## src/rtl/parking_pkg.sv

```systemverilog
// parking_pkg
// Shared constants and helpers for the parking occupancy counter.
// Holds the default capacity, the counter-width derivation, the BCD
// digit width and the reset digits for the default capacity.
package parking_pkg;

  localparam int BCD_W            = 4;
  localparam int CAPACITY_DEFAULT = 20;
  localparam int CW_DEFAULT       = 7;

  // Narrowest counter width that can hold 0..cap.
  function automatic int cw_min(input int cap);
    return $clog2(cap + 1);
  endfunction

  function automatic logic [BCD_W-1:0] bcd_tens(input int v);
    return BCD_W'(v / 10);
  endfunction

  function automatic logic [BCD_W-1:0] bcd_ones(input int v);
    return BCD_W'(v % 10);
  endfunction

  localparam logic [BCD_W-1:0] CAP_TENS = bcd_tens(CAPACITY_DEFAULT);
  localparam logic [BCD_W-1:0] CAP_ONES = bcd_ones(CAPACITY_DEFAULT);

endpackage

```

## src/rtl/parking_occupancy_counter_bcd_digit_updown.sv

```systemverilog
// bcd_digit_updown
// One BCD digit (0..9) that counts up or down in a chained BCD counter.
// Ports:
//   clk, rst             clock, async active-high reset (loads RST_VAL)
//   up, down             request a step of the whole counter
//   carry_in, borrow_in  this digit steps only when the lower digit wraps
//                        (tie to 1 for the least significant digit)
//   digit                current digit value
//   carry_out            this digit wraps 9 -> 0 on an up step
//   borrow_out           this digit wraps 0 -> 9 on a down step
module bcd_digit_updown
  import parking_pkg::*;
#(
  parameter logic [BCD_W-1:0] RST_VAL = '0
) (
  input  logic             clk,
  input  logic             rst,
  input  logic             up,
  input  logic             down,
  input  logic             carry_in,
  input  logic             borrow_in,
  output logic [BCD_W-1:0] digit,
  output logic             carry_out,
  output logic             borrow_out
);

  logic [BCD_W-1:0] digit_q, digit_d;
  logic             step_up, step_dn;

  assign step_up = up & carry_in;
  assign step_dn = down & borrow_in;

  always_comb begin
    digit_d = digit_q;
    if (step_up) begin
      digit_d = (digit_q == 4'd9) ? 4'd0 : digit_q + 4'd1;
    end else if (step_dn) begin
      digit_d = (digit_q == 4'd0) ? 4'd9 : digit_q - 4'd1;
    end
  end

  always_ff @(posedge clk or posedge rst) begin
    if (rst) digit_q <= RST_VAL;
    else     digit_q <= digit_d;
  end

  assign digit      = digit_q;
  assign carry_out  = step_up & (digit_q == 4'd9);
  assign borrow_out = step_dn & (digit_q == 4'd0);

endmodule

```

## src/rtl/parking_occupancy_counter.sv

```systemverilog
// parking_occupancy_counter
// Counts parked cars from the direction FSM's entry (S) and exit (R)
// strobes. Keeps occupied/free counts in binary plus a lockstep BCD copy
// of the free count for the display, full/empty flags and sticky
// over/underflow flags. All outputs are registered.
// Ports:
//   clk, rst             clock, async active-high reset
//   S, R                 entry / exit strobes (rising edge counts once)
//   err_clr              synchronous clear of the sticky error flags
//   count, free          occupied and free spaces (count + free == CAPACITY)
//   free_tens, free_ones BCD digits of free
//   full, empty          count == CAPACITY / count == 0
//   err_over, err_under  entry while full / exit while empty (sticky)
// CW must satisfy 2**CW > CAPACITY (see parking_pkg::cw_min).
module parking_occupancy_counter
  import parking_pkg::*;
#(
  parameter int CAPACITY = CAPACITY_DEFAULT,
  parameter int CW       = CW_DEFAULT
) (
  input  logic             clk,
  input  logic             rst,
  input  logic             S,
  input  logic             R,
  input  logic             err_clr,
  output logic [CW-1:0]    count,
  output logic [CW-1:0]    free,
  output logic [BCD_W-1:0] free_tens,
  output logic [BCD_W-1:0] free_ones,
  output logic             full,
  output logic             empty,
  output logic             err_over,
  output logic             err_under
);

  localparam logic [CW-1:0]    CAP_W    = CW'(CAPACITY);
  localparam logic [BCD_W-1:0] RST_TENS = bcd_tens(CAPACITY);
  localparam logic [BCD_W-1:0] RST_ONES = bcd_ones(CAPACITY);

  logic          s_q, r_q;
  logic [CW-1:0] count_q, count_d;
  logic [CW-1:0] free_q, free_d;
  logic          full_q, full_d;
  logic          empty_q, empty_d;
  logic          err_over_q, err_over_d;
  logic          err_under_q, err_under_d;

  logic inc, dec;
  logic inc_ok, dec_ok;
  logic over_evt, under_evt;
  logic ones_carry, ones_borrow;
  logic tens_carry_unused, tens_borrow_unused;

  // s_q/r_q reset high so a strobe already asserted at reset release
  // is not mistaken for a fresh edge.
  assign inc = S & ~s_q;
  assign dec = R & ~r_q;

  // Simultaneous entry and exit cancel: no count change and no error.
  assign inc_ok    = inc & ~dec & ~full_q;
  assign dec_ok    = dec & ~inc & ~empty_q;
  assign over_evt  = inc & ~dec &  full_q;
  assign under_evt = dec & ~inc &  empty_q;

  always_comb begin
    count_d = count_q;
    free_d  = free_q;
    if (inc_ok) begin
      count_d = count_q + CW'(1);
      free_d  = free_q  - CW'(1);
    end else if (dec_ok) begin
      count_d = count_q - CW'(1);
      free_d  = free_q  + CW'(1);
    end
    full_d      = (count_d == CAP_W);
    empty_d     = (count_d == '0);
    // Set has priority over a same-cycle clear.
    err_over_d  = over_evt  | (err_over_q  & ~err_clr);
    err_under_d = under_evt | (err_under_q & ~err_clr);
  end

  always_ff @(posedge clk or posedge rst) begin
    if (rst) begin
      s_q         <= 1'b1;
      r_q         <= 1'b1;
      count_q     <= '0;
      free_q      <= CAP_W;
      full_q      <= (CAPACITY == 0);
      empty_q     <= 1'b1;
      err_over_q  <= 1'b0;
      err_under_q <= 1'b0;
    end else begin
      s_q         <= S;
      r_q         <= R;
      count_q     <= count_d;
      free_q      <= free_d;
      full_q      <= full_d;
      empty_q     <= empty_d;
      err_over_q  <= err_over_d;
      err_under_q <= err_under_d;
    end
  end

  // BCD copy of free: counts up on an accepted exit, down on an accepted entry.
  bcd_digit_updown #(.RST_VAL(RST_ONES)) u_ones (
    .clk        (clk),
    .rst        (rst),
    .up         (dec_ok),
    .down       (inc_ok),
    .carry_in   (1'b1),
    .borrow_in  (1'b1),
    .digit      (free_ones),
    .carry_out  (ones_carry),
    .borrow_out (ones_borrow)
  );

  bcd_digit_updown #(.RST_VAL(RST_TENS)) u_tens (
    .clk        (clk),
    .rst        (rst),
    .up         (dec_ok),
    .down       (inc_ok),
    .carry_in   (ones_carry),
    .borrow_in  (ones_borrow),
    .digit      (free_tens),
    .carry_out  (tens_carry_unused),
    .borrow_out (tens_borrow_unused)
  );

  assign count     = count_q;
  assign free      = free_q;
  assign full      = full_q;
  assign empty     = empty_q;
  assign err_over  = err_over_q;
  assign err_under = err_under_q;

endmodule

```

## config.mk

```make
export PLATFORM = sky130hd
export DESIGN_NAME = parking_occupancy_counter
export DESIGN_NICKNAME = d
export VERILOG_FILES = /design/src/rtl/parking_pkg.sv /design/src/rtl/parking_occupancy_counter_bcd_digit_updown.sv /design/src/rtl/parking_occupancy_counter.sv
export SDC_FILE = /design/constraint.sdc
export NUM_CORES = 1
export LEC_CHECK = 0
export ABC_AREA = 1
export CAP_MARGIN = 20
export CORE_ASPECT_RATIO = 1.5
export CORE_MARGIN = 2
export CORE_UTILIZATION = 50
export CTS_BUF_LIST = sky130_fd_sc_hd__clkbuf_8
export CTS_CLUSTER_DIAMETER = 120
export DETAILED_ROUTE_END_ITERATION = 10
export MAX_ROUTING_LAYER = met4
export PLACE_DENSITY = 0.79
export SYNTH_ARGS = -nofsm -noshare
export SYNTH_HDL_FRONTEND = slang
export SYNTH_SLANG_ARGS = --single-unit
```

## constraint.sdc

```tcl
create_clock -name clk -period 1.75 [get_ports clk]
set_clock_uncertainty 0.1 [all_clocks]
set_input_delay 0.35 -clock clk [delete_from_list [all_inputs] [get_ports clk]]
set_output_delay 0.35 -clock clk [all_outputs]
set_load 0.05 [all_outputs]
```

# After elaboration in Yosys (flattened, before gate mapping)
# Cells that the tools add are included.
word_totals:
  out_inout_bits: 26
  reg_bits: 28
  word_cells: 61
  inputBits: 5
op_classes:
  add_sub_neg: 8
  eq_ne: 3
  n_reduce_logical: 5
  n_mux: 12
  bitwise_logic: 23
op_table:
  columns: ["cell", "count"]
  rows:
  - ["$mux 4", 8]
  - ["$mux 7", 4]
  - ["$add 7x1->7 const B", 2]
  - ["$and 1x1->1", 14]
  - ["$sub 7x1->7 const B", 2]
  - ["$add 4x1->4 const B", 2]
  - ["$eq 4x4->1 const B", 2]
  - ["$logic_not 4->1", 2]
  - ["$sub 4x1->4 const B", 2]
  - ["$eq 7x5->1 const B", 1]
  - ["$logic_not 7->1", 1]
  - ["$not 1->1", 7]
  - ["$reduce_bool 2->1", 2]
  - ["$or 1x1->1", 2]

# Longest topological paths before layout
# Gate-level depths: netlist (run 1).
depth:
  depth_word: 9
  ltp_mapped: 16
  depth_no_buf: 15

# By module
# From an unflattened synthesis (run 1), not the netlist that was laid out.
hier_totals:
  hier_cells: 294
  hier_area_um2: 1996.9
modules_own_cells:
  columns: ["module", "seq_area_each_um2", "cells_per_inst", "area_each_um2", "n_inst"]
  rows:
  - ["parking_occupancy_counter", 506.7, 188, 1352.5, 1]
  - ["bcd_digit_updown at u_tens", 101.3, 53, 322.8, 1]
  - ["bcd_digit_updown at u_ones", 100.1, 53, 321.6, 1]

# Least setup slack after synthesis (run 1)
# No wires, ideal clock.
synth_path:
  kind: "reg-to-reg"
  start: "reg full_q (netlist: full)"
  end: "reg free_q[6] (netlist: free[6])"
  required_time_ns: 1.531
  setup_slack_ns: -0.331
  t_arrival_ns: 1.862
  stages_incl_launch_ff: 16
  period_less_slack_ns: 2.081
  cell_sequence: "dfrtp_1 > inv_2 > nand3_4 > buf_6 > nand2_2 > nand2_2 > inv_1 > ha_1 > inv_1 > nand2_1 > nand3_1 > nand2_1 > nand2_1 > nand2_1 > nand2_1 > nand2_1"
synth_via:
  elab_chain_cells: 3
  elab_cells_between_ends: 4
  cone_classes: "mux (1); bitwise (2); reduce/logical (1)"
synth_rtl:
  columns: ["element", "line", "rtl"]
  rows:
  - ["from (decl)", "parking_occupancy_counter.sv:43", "logic full_q, full_d;"]
  - ["from (signal assigned)", "parking_occupancy_counter.sv:88", "full_q <= (CAPACITY == 0);"]
  - ["from (signal assigned)", "parking_occupancy_counter.sv:97", "full_q <= full_d;"]
  - ["$not 1->1 *", "parking_occupancy_counter.sv:60", "assign inc_ok = inc & ~dec & ~full_q;"]
  - ["$and 1x1->1 *", "parking_occupancy_counter.sv:60", null]
  - ["$mux 7 / $reduce_bool 2->1 (equally long branches)", null, null]
  - ["to (signal assigned)", "parking_occupancy_counter.sv:96", "free_q <= free_d;"]
  - ["to (decl)", "parking_occupancy_counter.sv:42", "logic [CW-1:0] free_q, free_d;"]
# Every way passes the cells marked *; elsewhere a longest branch is shown, timed or not.
# A chain may end at the register's enable or synchronous reset.

# Worst setup path in the final report (run 1)
layout_path:
  start: "reg r_q"
  end: "reg free_q[4] (netlist: free[4])"
layout_via:
  elab_chain_cells: 6
  elab_cells_between_ends: 9
  cone_classes: "mux (1); bitwise (7); reduce/logical (1)"
layout_rtl:
  columns: ["element", "line", "rtl"]
  rows:
  - ["from (decl)", "parking_occupancy_counter.sv:40", "logic s_q, r_q;"]
  - ["from (signal assigned)", "parking_occupancy_counter.sv:85", "r_q <= 1'b1;"]
  - ["from (signal assigned)", "parking_occupancy_counter.sv:94", "r_q <= R;"]
  - ["$not 1->1 *", "parking_occupancy_counter.sv:57", "assign dec = R & ~r_q;"]
  - ["$and 1x1->1 *", "parking_occupancy_counter.sv:57", null]
  - ["$not 1->1", "parking_occupancy_counter.sv:60", null]
  - ["$and 1x1->1 (2 in series)", "parking_occupancy_counter.sv:60", null]
  - ["$mux 7 / $reduce_bool 2->1 (equally long branches)", null, null]
# Marked as above.

==> flow_metrics.tcl, run 1 <==
set metrics [dict create \
    min_path_cells 1 \
    syn_inst 254 \
    clk_latency_ps 280 \
    die_h_um 78.5 \
    num_rows 27 \
    grt_use_total_pct 27.0 \
    mappedNetlistArea_um2 1850 \
    synthTopCellsByArea "dfrtp_1 (30%), nand2_1 (15%), dfstp_2 (8.5%)" \
    hold_ws_ps 253 \
    worstSetupEndpointType "flip-flop" \
    cts.reportedPaths.clkPinSlew_ps 110 \
    area_growth_pct 61.4 \
    power_density_nw_per_um2 1990 \
    post-place-cells 354 \
    muxShareOfSynthArea_pct 0 \
    clock-sinks 28 \
    path_class "flip-flop to flip-flop" \
    cts_tree "built" \
    ys_ff_latch 28 \
    drc_errors 0 \
    drv_slew 0 \
    setup_slack_ps -173 \
    drive_gt1_share_pct 42.0 \
    r2r.worst_path.cells 13 \
    p_leak_nw 1.47 \
    ys_warn_count 0 \
    ff2ff_setup_slack_ps -170 \
    ios 31 \
    die-area_um2 4210 \
    place.gp.congestion 0.862 \
    ant_nets 0 \
    n_antenna_cell 0 \
    synth_top_family_by_area "simple AND/OR/NAND/NOR gates" \
    htreeDepth 1 \
    ys_types 35 \
    cts_buffers 3 \
    slew_headroom_pct 73.6 \
    start_util_pct 51.2 \
    hold_end "s_q" \
    drt_iter0_markers 75 \
    vias 2025 \
    crit_arrival_ps 2060 \
    grt_pass1_wl_um 8230 \
    synth_simple_gate_area_share_pct 35.7 \
    clock-root-buffer "clkbuf_8" \
    yosysTopAreaCell "dfrtp_1" \
    cp-start-kind "flip-flop" \
    wl_um 5830 \
    overflow 0 \
    grt_antenna_before_repair 0 \
    die_w_um 53.7 \
    postCtsHoldBufs 0 \
    grt_pass1_vias 1902 \
    hpwl_um 3510 \
    fin_tns_setup_ps -907 \
    wl_per_cell_um 15.9 \
    synthFlopType "dfrtp_1" \
    synth_nets 262 \
    clockBufferDepth 2 \
    r2r-end "free[4]" \
    violations "negative setup slack" \
    syn_area_per_cell_um2 7.28 \
    setup_viol 12 \
    instances_no_fill 367 \
    synth_fa_ha_area_share_pct 2.03 \
    synth_xor_area_share_pct 5.14 \
    synth_commonest_cells "nand2_1 (72), inv_1 (40), dfrtp_1 (22), nand3_1 (20), nor2_1 (18)" \
    ys_seq_area_share_pct 38.3 \
    period_share_pct 110 \
    power_mw 5.95 \
    dpl_worst_slack_ps -484 \
    fin_nets 333 \
    dr.pass1.iters 4 \
    port_buffers 30 \
    vias_per_cell 5.52 \
    crit_required_ps 1890 \
    async_reset_ff_share_pct 100 \
    rsz0062_at_grt "yes" \
    period_minus_slack_ps 1920 \
    core-area_um2 3610 \
    hold_viol 0 \
    status "finished, violations left" \
    tightest_slew_ps 396 \
    yosysMostFrequentCell "nand2_1" \
    max-vdd-ir-drop_v 0.00163 \
    min-delay-start "S" \
    r2r_start "r_q" \
    cp_max_fo 3 \
    drv_cap 0 \
    hold_class "input port to flip-flop" \
    yosysTopAreaCellShare_pct 29.8 \
    synth_compound_area_share_pct 8.59 \
    synth_edf_count 0 \
    grt_max_degree 29 \
    clock.fmax_ghz 0.520 \
]
routing by layer:
| layer | track usage [%] | vias up | wire length, um |
|---|---|---|---|
| met1 | 29.1 | 957 | 2060 |
| met5 | - | - | 0 |
| met4 | 13.1 | 0 | 336 |
| met3 | 2.28 | 33 | 245 |
| met2 | 47.7 | 84 | 3180 |
| li1 | - | 951 | - |
layout make-up:
type,count,area [um^2]
multi-input cells,178,1110
clock inverters,1,30.0
fillers,197,629
repair buffers,68,852
inverters,46,183
flip-flops and latches,28,713
well taps,43,53.8
clock buffers,3,41.3
report_power, final:
group          total [mW]  internal [mW]  leakage, nW  switching [mW]
sequential           1.42          0.939        0.328           0.485
combinational        4.00           1.78         1.11            2.23
clock               0.519          0.307       0.0357           0.213
total                5.95           3.02         1.47            2.92
worst max-delay path: stages (launching register included):
cell,delay [ps]
dfstp_2,550
nor2_1,40
nor2_1,140
nand3_1,130
nand2_2,130
inv_2,50
ha_4,150
inv_2,70
nand2_4,70
nand2_1,70
nand2_1,70
xnor2_1,190
nand2_1,70
nand2_1,60
how the worst max path moves through the flow:
stage | slack [ps] | cells after the start | endpoint | startpoint
final | -170 | 13 | free[4] | r_q
after global routing | -290 | 13 | free[4] | r_q
after CTS | -110 | 10 | full | s_q
after detailed placement | -480 | 11 | full | S
after global placement | -470 | 11 | empty | S
after floorplan | -110 | 16 | free[6] | r_q
flip-flops by register name (all words and copies together) (netlist names):
| signal | cells |
|---|---|
| count | 7 |
| free | 7 |
| err_under | 1 |
| empty | 1 |
| full | 1 |
| u_ones.digit | 4 |
| r_q | 1 |
| u_tens.digit | 4 |
| s_q | 1 |
| err_over | 1 |
what timing repair did:
item	CTS	global route
endpoints found under the setup margin	23	24
gates cloned	0	0
pin swaps	15	30
setup buffers	4	7
gates resized for setup	10	47
layout by cell type, fill, tap and decap left out, types with 3 or more instances in the layout:
master,count
a21oi_1,5
buf_12,24
buf_4,32
buf_6,7
clkbuf_8,3
dfrtp_1,18
dfrtp_2,4
dfstp_2,6
inv_1,31
inv_2,12
nand2_1,58
nand2_2,14
nand2_4,4
nand3_1,16
nand3_2,3
nand3_4,3
nand4_1,8
nor2_1,14
nor2_2,4
nor2_4,5
nor3_1,3
o21ai_0,7
o21ai_1,5
xor2_1,5
kinds of logic (layout without fill, tap and decap cells):
family,count (synthesis),in the layout
and+or+nand+nor,138,138
buffers and inverters,48,118
DFF,28,28
AOI/OAI and AO/OA,27,27
xor gates and xnor gates,10,10
adders and majority gates,3,3
stage by stage:
step	area (um^2)	utilization (%)
final	2990	82.6
after global routing	2990	82.6
after CTS	2780	76.9
after detailed placement	2650	73.4
after global placement	2650	73.4
after floorplan	1890	-
Note: power is estimated with default switching activity, not from simulation.
==> inputs of run 2 (changes only) <==
GPL_TIMING_DRIVEN = 0   (was not set)
TNS_END_PERCENT = 50   (was not set)
==> flow_metrics.tcl, run 2 (synthesis results as in run 1) <==
set metrics [dict create \
    status "finished, violations left" \
    violations "negative setup slack" \
    crit_buf_inv 2 \
    htreeDepth 1 \
    met3_length_um 126 \
    cpMostUsedCell "nand2_1" \
    place.gp.congestion 0.885 \
    start_util_pct 51.2 \
    path_class "flip-flop to flip-flop" \
    clock.fmax_ghz 0.544 \
    r2r-end "free[6]" \
    cp_slowest_stage_delay_ps 560 \
    path_delay_family "simple AND/OR/NAND/NOR gates" \
    vias_per_cell 5.34 \
    postCtsHoldBufs 0 \
    hold_class "input port to flip-flop" \
    clockBufferDepth 2 \
    drv_cap 0 \
    drt_iter0_markers 51 \
    min_path_cells 1 \
    instances_no_fill 348 \
    crit_slowest_cell "dfstp_2" \
    die_w_um 53.7 \
    grt_pass1_wl_um 7330 \
    wl_met2_um 2480 \
    grt_max_degree 29 \
    period_minus_slack_ps 1840 \
    wl_met1_um 1800 \
    cp-start-kind "flip-flop" \
    ff2ff_setup_slack_ps -90 \
    die-area_um2 4210 \
    hold_viol 0 \
    drive_gt1_share_pct 28.5 \
    vias 1860 \
    cts.reportedPaths.clkPinSlew_ps 100 \
    num_rows 27 \
    p_leak_nw 1.29 \
    power_density_nw_per_um2 1820 \
    setup_slack_ps -89.3 \
    fin_nets 314 \
    fillerInstances 288 \
    crit_arrival_ps 1930 \
    area_growth_pct 37.6 \
    clock-sinks 28 \
    max-vdd-ir-drop_v 0.00137 \
    core-area_um2 3610 \
    cts_buffers 3 \
    layout_common_cells "nand2_1 (67), inv_1 (34), dfrtp_1 (19)" \
    crit_required_ps 1840 \
    dr.pass1.iters 4 \
    r2r.worst_path.cells 12 \
    n_antenna_cell 0 \
    r2r_start "r_q" \
    grt_pass1_vias 1709 \
    hold_end "s_q" \
    slew_headroom_pct 66.8 \
    grt_use_total_pct 23.7 \
    clock-root-buffer "clkbuf_8" \
    ant_nets 0 \
    wl_per_cell_um 13.0 \
    overflow 0 \
    drc_errors 0 \
    worstSetupEndpointType "flip-flop" \
    post-place-cells 327 \
    crit_path_cell_trace "inv_2 -> nand2_4 -> nand3_4 -> buf_4 -> nand2_1 -> nand2_1 -> nor2_1 -> nand3_4 -> nand2_2 -> nand2_2 -> nand3_1 -> nand2_1" \
    cp_max_fo 5 \
    final_common_cell "nand2_1" \
    min-delay-start "S" \
    rsz0062_at_grt "yes" \
    grt_antenna_before_repair 0 \
    drv_slew 0 \
    die_h_um 78.5 \
    power_mw 4.64 \
    wl_um 4510 \
    cts_tree "built" \
    hpwl_um 2940 \
    period_share_pct 105 \
    highest_layer "met4" \
    ios 31 \
    clk_latency_ps 280 \
    setup_viol 8 \
    tightest_slew_ps 499 \
    port_buffers 30 \
]
## run 2: cell count changes in the layout (fill, tap and decap cells not counted), moves of 4 or more
| cell | change |
|---|---|
| o21ai_0 | +4 |
| buf_12 | -23 |
| buf_6 | -5 |
| dlygate4sd2_1 | +14 |
| clkdlybuf4s15_2 | +6 |
| nand2_2 | -8 |
| buf_4 | -18 |
| nand2_1 | +9 |
## run 2: metrics by stage
| stage | setup slack, ps | TNS (ps) | hold WS (ps) | cell area (um^2) | util (%) |
|---|---|---|---|---|---|
| after CTS | -106 | -403 | 245 | 2400 | 66.5 |
| after floorplan | -110 | -280 | 254 | 1890 | - |
| final | -89.3 | -423 | 252 | 2540 | 70.4 |
| after global routing | -245 | -1660 | 242 | 2540 | 70.4 |
| after global placement | -630 | -7830 | 371 | 2240 | 62.0 |
| after detailed placement | -651 | -8830 | 385 | 2240 | 62.0 |
## run 2: final cells by class
type	count	area (um^2)	area share [%]
Clock buffer	3	41.3	1.62
Multi-Input combinational cell	178	1060	41.7
Clock inverter	1	30.0	1.18
Sequential cell	28	712	28.0
Timing Repair Buffer	47	440	17.3
Tap cell	43	53.8	2.11
Buffer	2	22.5	0.885
Inverter	46	183	7.18
## run 2: layer usage
metal	track usage [%]	vias up
li1	-	903
met1	27.1	883
met2	40.5	55
met3	2.09	19
met4	10.8	0
met5	-	-
## run 2: worst max path at each step
stage               cells past startpoint  endpoint  from  slack [ps]
detailed placement                     16   free[6]     S        -650
finish                                 12   free[6]   r_q         -90
global route                           13   free[6]   r_q        -250
floorplan                              16   free[6]   r_q        -110
global placement                       16   free[6]     S        -630
CTS                                    11     empty   r_q        -110
## run 2: power by group
part / leakage (nW) / switching [mW] / internal, mW
logic: 0.924 / 1.94 / 0.882
clock network: 0.0357 / 0.215 / 0.307
registers: 0.330 / 0.358 / 0.938
## run 2: what timing repair did
action | in CTS | in global routing
endpoints found under the hold margin | 0 | 0
setup endpoints to repair | 38 | 19
pin swaps | 10 | 12
resized for setup | 51 | 26
setup buffers | 9 | 7
==> inputs of run 3 (changes only) <==
ABC_AREA = not set   (was 1)
CORE_UTILIZATION = 48   (was 50)
PLACE_DENSITY = 0.78   (was 0.79)
==> flow_metrics.tcl, run 3 <==
set metrics [dict create \
    status "finished, violations left" \
    violations "negative setup slack" \
    ios 31 \
    path_delay_family "flip-flops" \
    synthFlopType "dfrtp_1" \
    cts.reportedPaths.clkPinSlew_ps 90 \
    ff2ff_setup_slack_ps -440 \
    clock.fmax_ghz 0.457 \
    max-vdd-ir-drop_v 0.00162 \
    grt_pass1_vias 1657 \
    fillerInstances 208 \
    power.share.clock_pct 7.9 \
    ys_ff_latch 28 \
    grt_antenna_before_repair 0 \
    drv_slew 0 \
    num_rows 25 \
    hold_viol 0 \
    cp-start-kind "flip-flop" \
    worstSetupEndpointType "flip-flop" \
    die-area_um2 3890 \
    cp_slowest_stage_delay_ps 570 \
    dpl_worst_slack_ps -1110 \
    cp_num_cells 9 \
    period_share_pct 125 \
    r2r_start "r_q" \
    async_reset_ff_share_pct 100 \
    cp_max_fo 4 \
    synthTopCellsByArea "dfrtp_1 (34%), dfstp_2 (9.7%), xnor2_1 (5.4%)" \
    p_comb_share_pct 62.1 \
    start_util_pct 51.1 \
    crit_path_cell_trace "nor2b_4 -> or3_4 -> clkbuf_16 -> xnor2_4 -> ha_4 -> nor3_2 -> a21oi_2 -> o22ai_2 -> xor2_1" \
    tightest_slew_ps 501 \
    grt_pass1_wl_um 7780 \
    die_h_um 75.4 \
    clk_latency_ps 290 \
    wl_per_cell_um 18.0 \
    crit_path_end "free[6]" \
    cts_buffers 3 \
    vias_per_cell 5.96 \
    crit_arrival_ps 2310 \
    ant_nets 0 \
    seq_power_share_pct 30.0 \
    design_area_um2 2540 \
    grt_max_degree 29 \
    fin_util_pct 79.6 \
    switching_share_pct 52.4 \
    grt_use_total_pct 28.2 \
    r2r-end "free[6]" \
    n_antenna_cell 0 \
    core-area_um2 3190 \
    hold_class "input port to async pin" \
    p_int_mw 2.21 \
    ys_types 48 \
    yosysMostFrequentCell "dfrtp_1" \
    ys_warn_count 0 \
    clock-sinks 28 \
    cts_tree "built" \
    mappedNetlistArea_um2 1630 \
    dr.pass1.iters 4 \
    wl_um 4740 \
    instances_no_fill 264 \
    dpl_cell_area_um2 2070 \
    place.gp.congestion 0.773 \
    crit_slowest_cell "dfstp_2" \
    syn_inst 171 \
    port_buffers 30 \
    die_w_um 51.6 \
    layout_common_cells "dfrtp_1 (14), dlygate4sd2_1 (14), buf_4 (12)" \
    post-place-cells 241 \
    drt_iter0_markers 39 \
    multi_input_area_um2 1150 \
    vias 1574 \
    r2r.worst_path.cells 9 \
    fin_tns_setup_ps -4330 \
    yosysTopAreaCellShare_pct 33.8 \
    setup_slack_ps -440 \
    synth_nets 179 \
    htreeDepth 1 \
    clock-root-buffer "clkbuf_8" \
    period_minus_slack_ps 2190 \
    hpwl_um 2760 \
    path_class "flip-flop to flip-flop" \
    setup_viol 21 \
    area_growth_pct 55.8 \
    rsz0062_at_grt "yes" \
    power_density_nw_per_um2 1830 \
    cp-startpoint "r_q" \
    crit_buf_inv 1 \
    ys_seq_area_share_pct 43.4 \
    fin_nets 233 \
    slew_headroom_pct 66.7 \
    clockBufferDepth 2 \
    overflow 0 \
    syn_area_per_cell_um2 9.53 \
    drc_errors 0 \
    drive_gt1_share_pct 46.4 \
    synth_commonest_cells "dfrtp_1 (22), nor3_1 (13)" \
    yosysTopAreaCell "dfrtp_1" \
    seqCellArea_um2 718 \
    drv_cap 0 \
    crit_required_ps 1870 \
    p_leak_nw 1.07 \
    synth_edf_count 0 \
    switchingPower_mw 2.44 \
]
[run 3: changes by cell type after synthesis, moves of 4 or more]
cell      change
xnor2_1       +7
nand4_1       -4
and2_1        +4
clkbuf_1      +4
inv_1        -30
nor3_1       +10
nand2_1      -69
nand3_1      -13
nor4_1        +4
nor2_1        -8
or3_1         +4
inv_2         -5
[run 3: how the worst min path moves through the flow]
| stage | end | cells past startpoint |
|---|---|---|
| after global placement | free[6] | 1 |
| after detailed placement | free[6] | 1 |
| after floorplan | r_q | 0 |
| after CTS | s_q | 1 |
| final | u_tens.digit[3] | 2 |
| after global routing | u_tens.digit[2] | 2 |
[run 3: timing repair]
item                                    in CTS  in global routing
buffers inserted                            18                  1
endpoints found under the setup margin      49                 32
pin swaps                                   17                  8
cloned                                       1                  0
resized for setup                           99                 27
hold buffers                                 0                  0
[run 3: through the flow]
stage / power [mW] / hold WS [ps]
final: 4.65 / 211
after global routing: 4.88 / 255
after CTS: 4.50 / 252
after detailed placement: 3.91 / 357
after global placement: 3.83 / 356
after floorplan: 3.14 / 254
[run 3: final cells by class]
type	instances	share of cell area, %
clock inverter	1	0.148
sequential	28	28.3
buffer	5	2.66
multi-input combinational	126	45.1
timing repair buffer	51	18.7
clock buffer	3	1.63
inverter	10	1.48
tap	40	1.97
[run 3: cells by family after synthesis]
| kind of cell | synth area share (%) |
|---|---|
| DFF | 43.4 |
| adders and majority gates | 2.30 |
| muxes | 2.53 |
| xor gates and xnor gates | 7.52 |
| and+or+nand+nor | 25.2 |
| AOI/OAI and AO/OA | 14.5 |
| buffers and inverters | 4.45 |
[run 3: metal layers]
layer  up-vias  global-route usage [%]  wire length, um
met4         0                    14.9              133
met5         -                       -                0
met2        47                    48.9             2560
li1        733                       -                -
met1       779                    31.6             1860
met3        15                    3.73              185
[run 3: power by group through the flow]
stage | Combinational [mW] | Clock [mW] | Sequential [mW]
2_1_floorplan | 0.979 | 0 | 2.17
3_3_place_gp | 2.49 | 0 | 1.33
3_5_place_dp | 2.56 | 0 | 1.35
4_1_cts | 2.76 | 0.371 | 1.36
5_1_grt | 3.05 | 0.385 | 1.44
6_report | 2.89 | 0.368 | 1.39
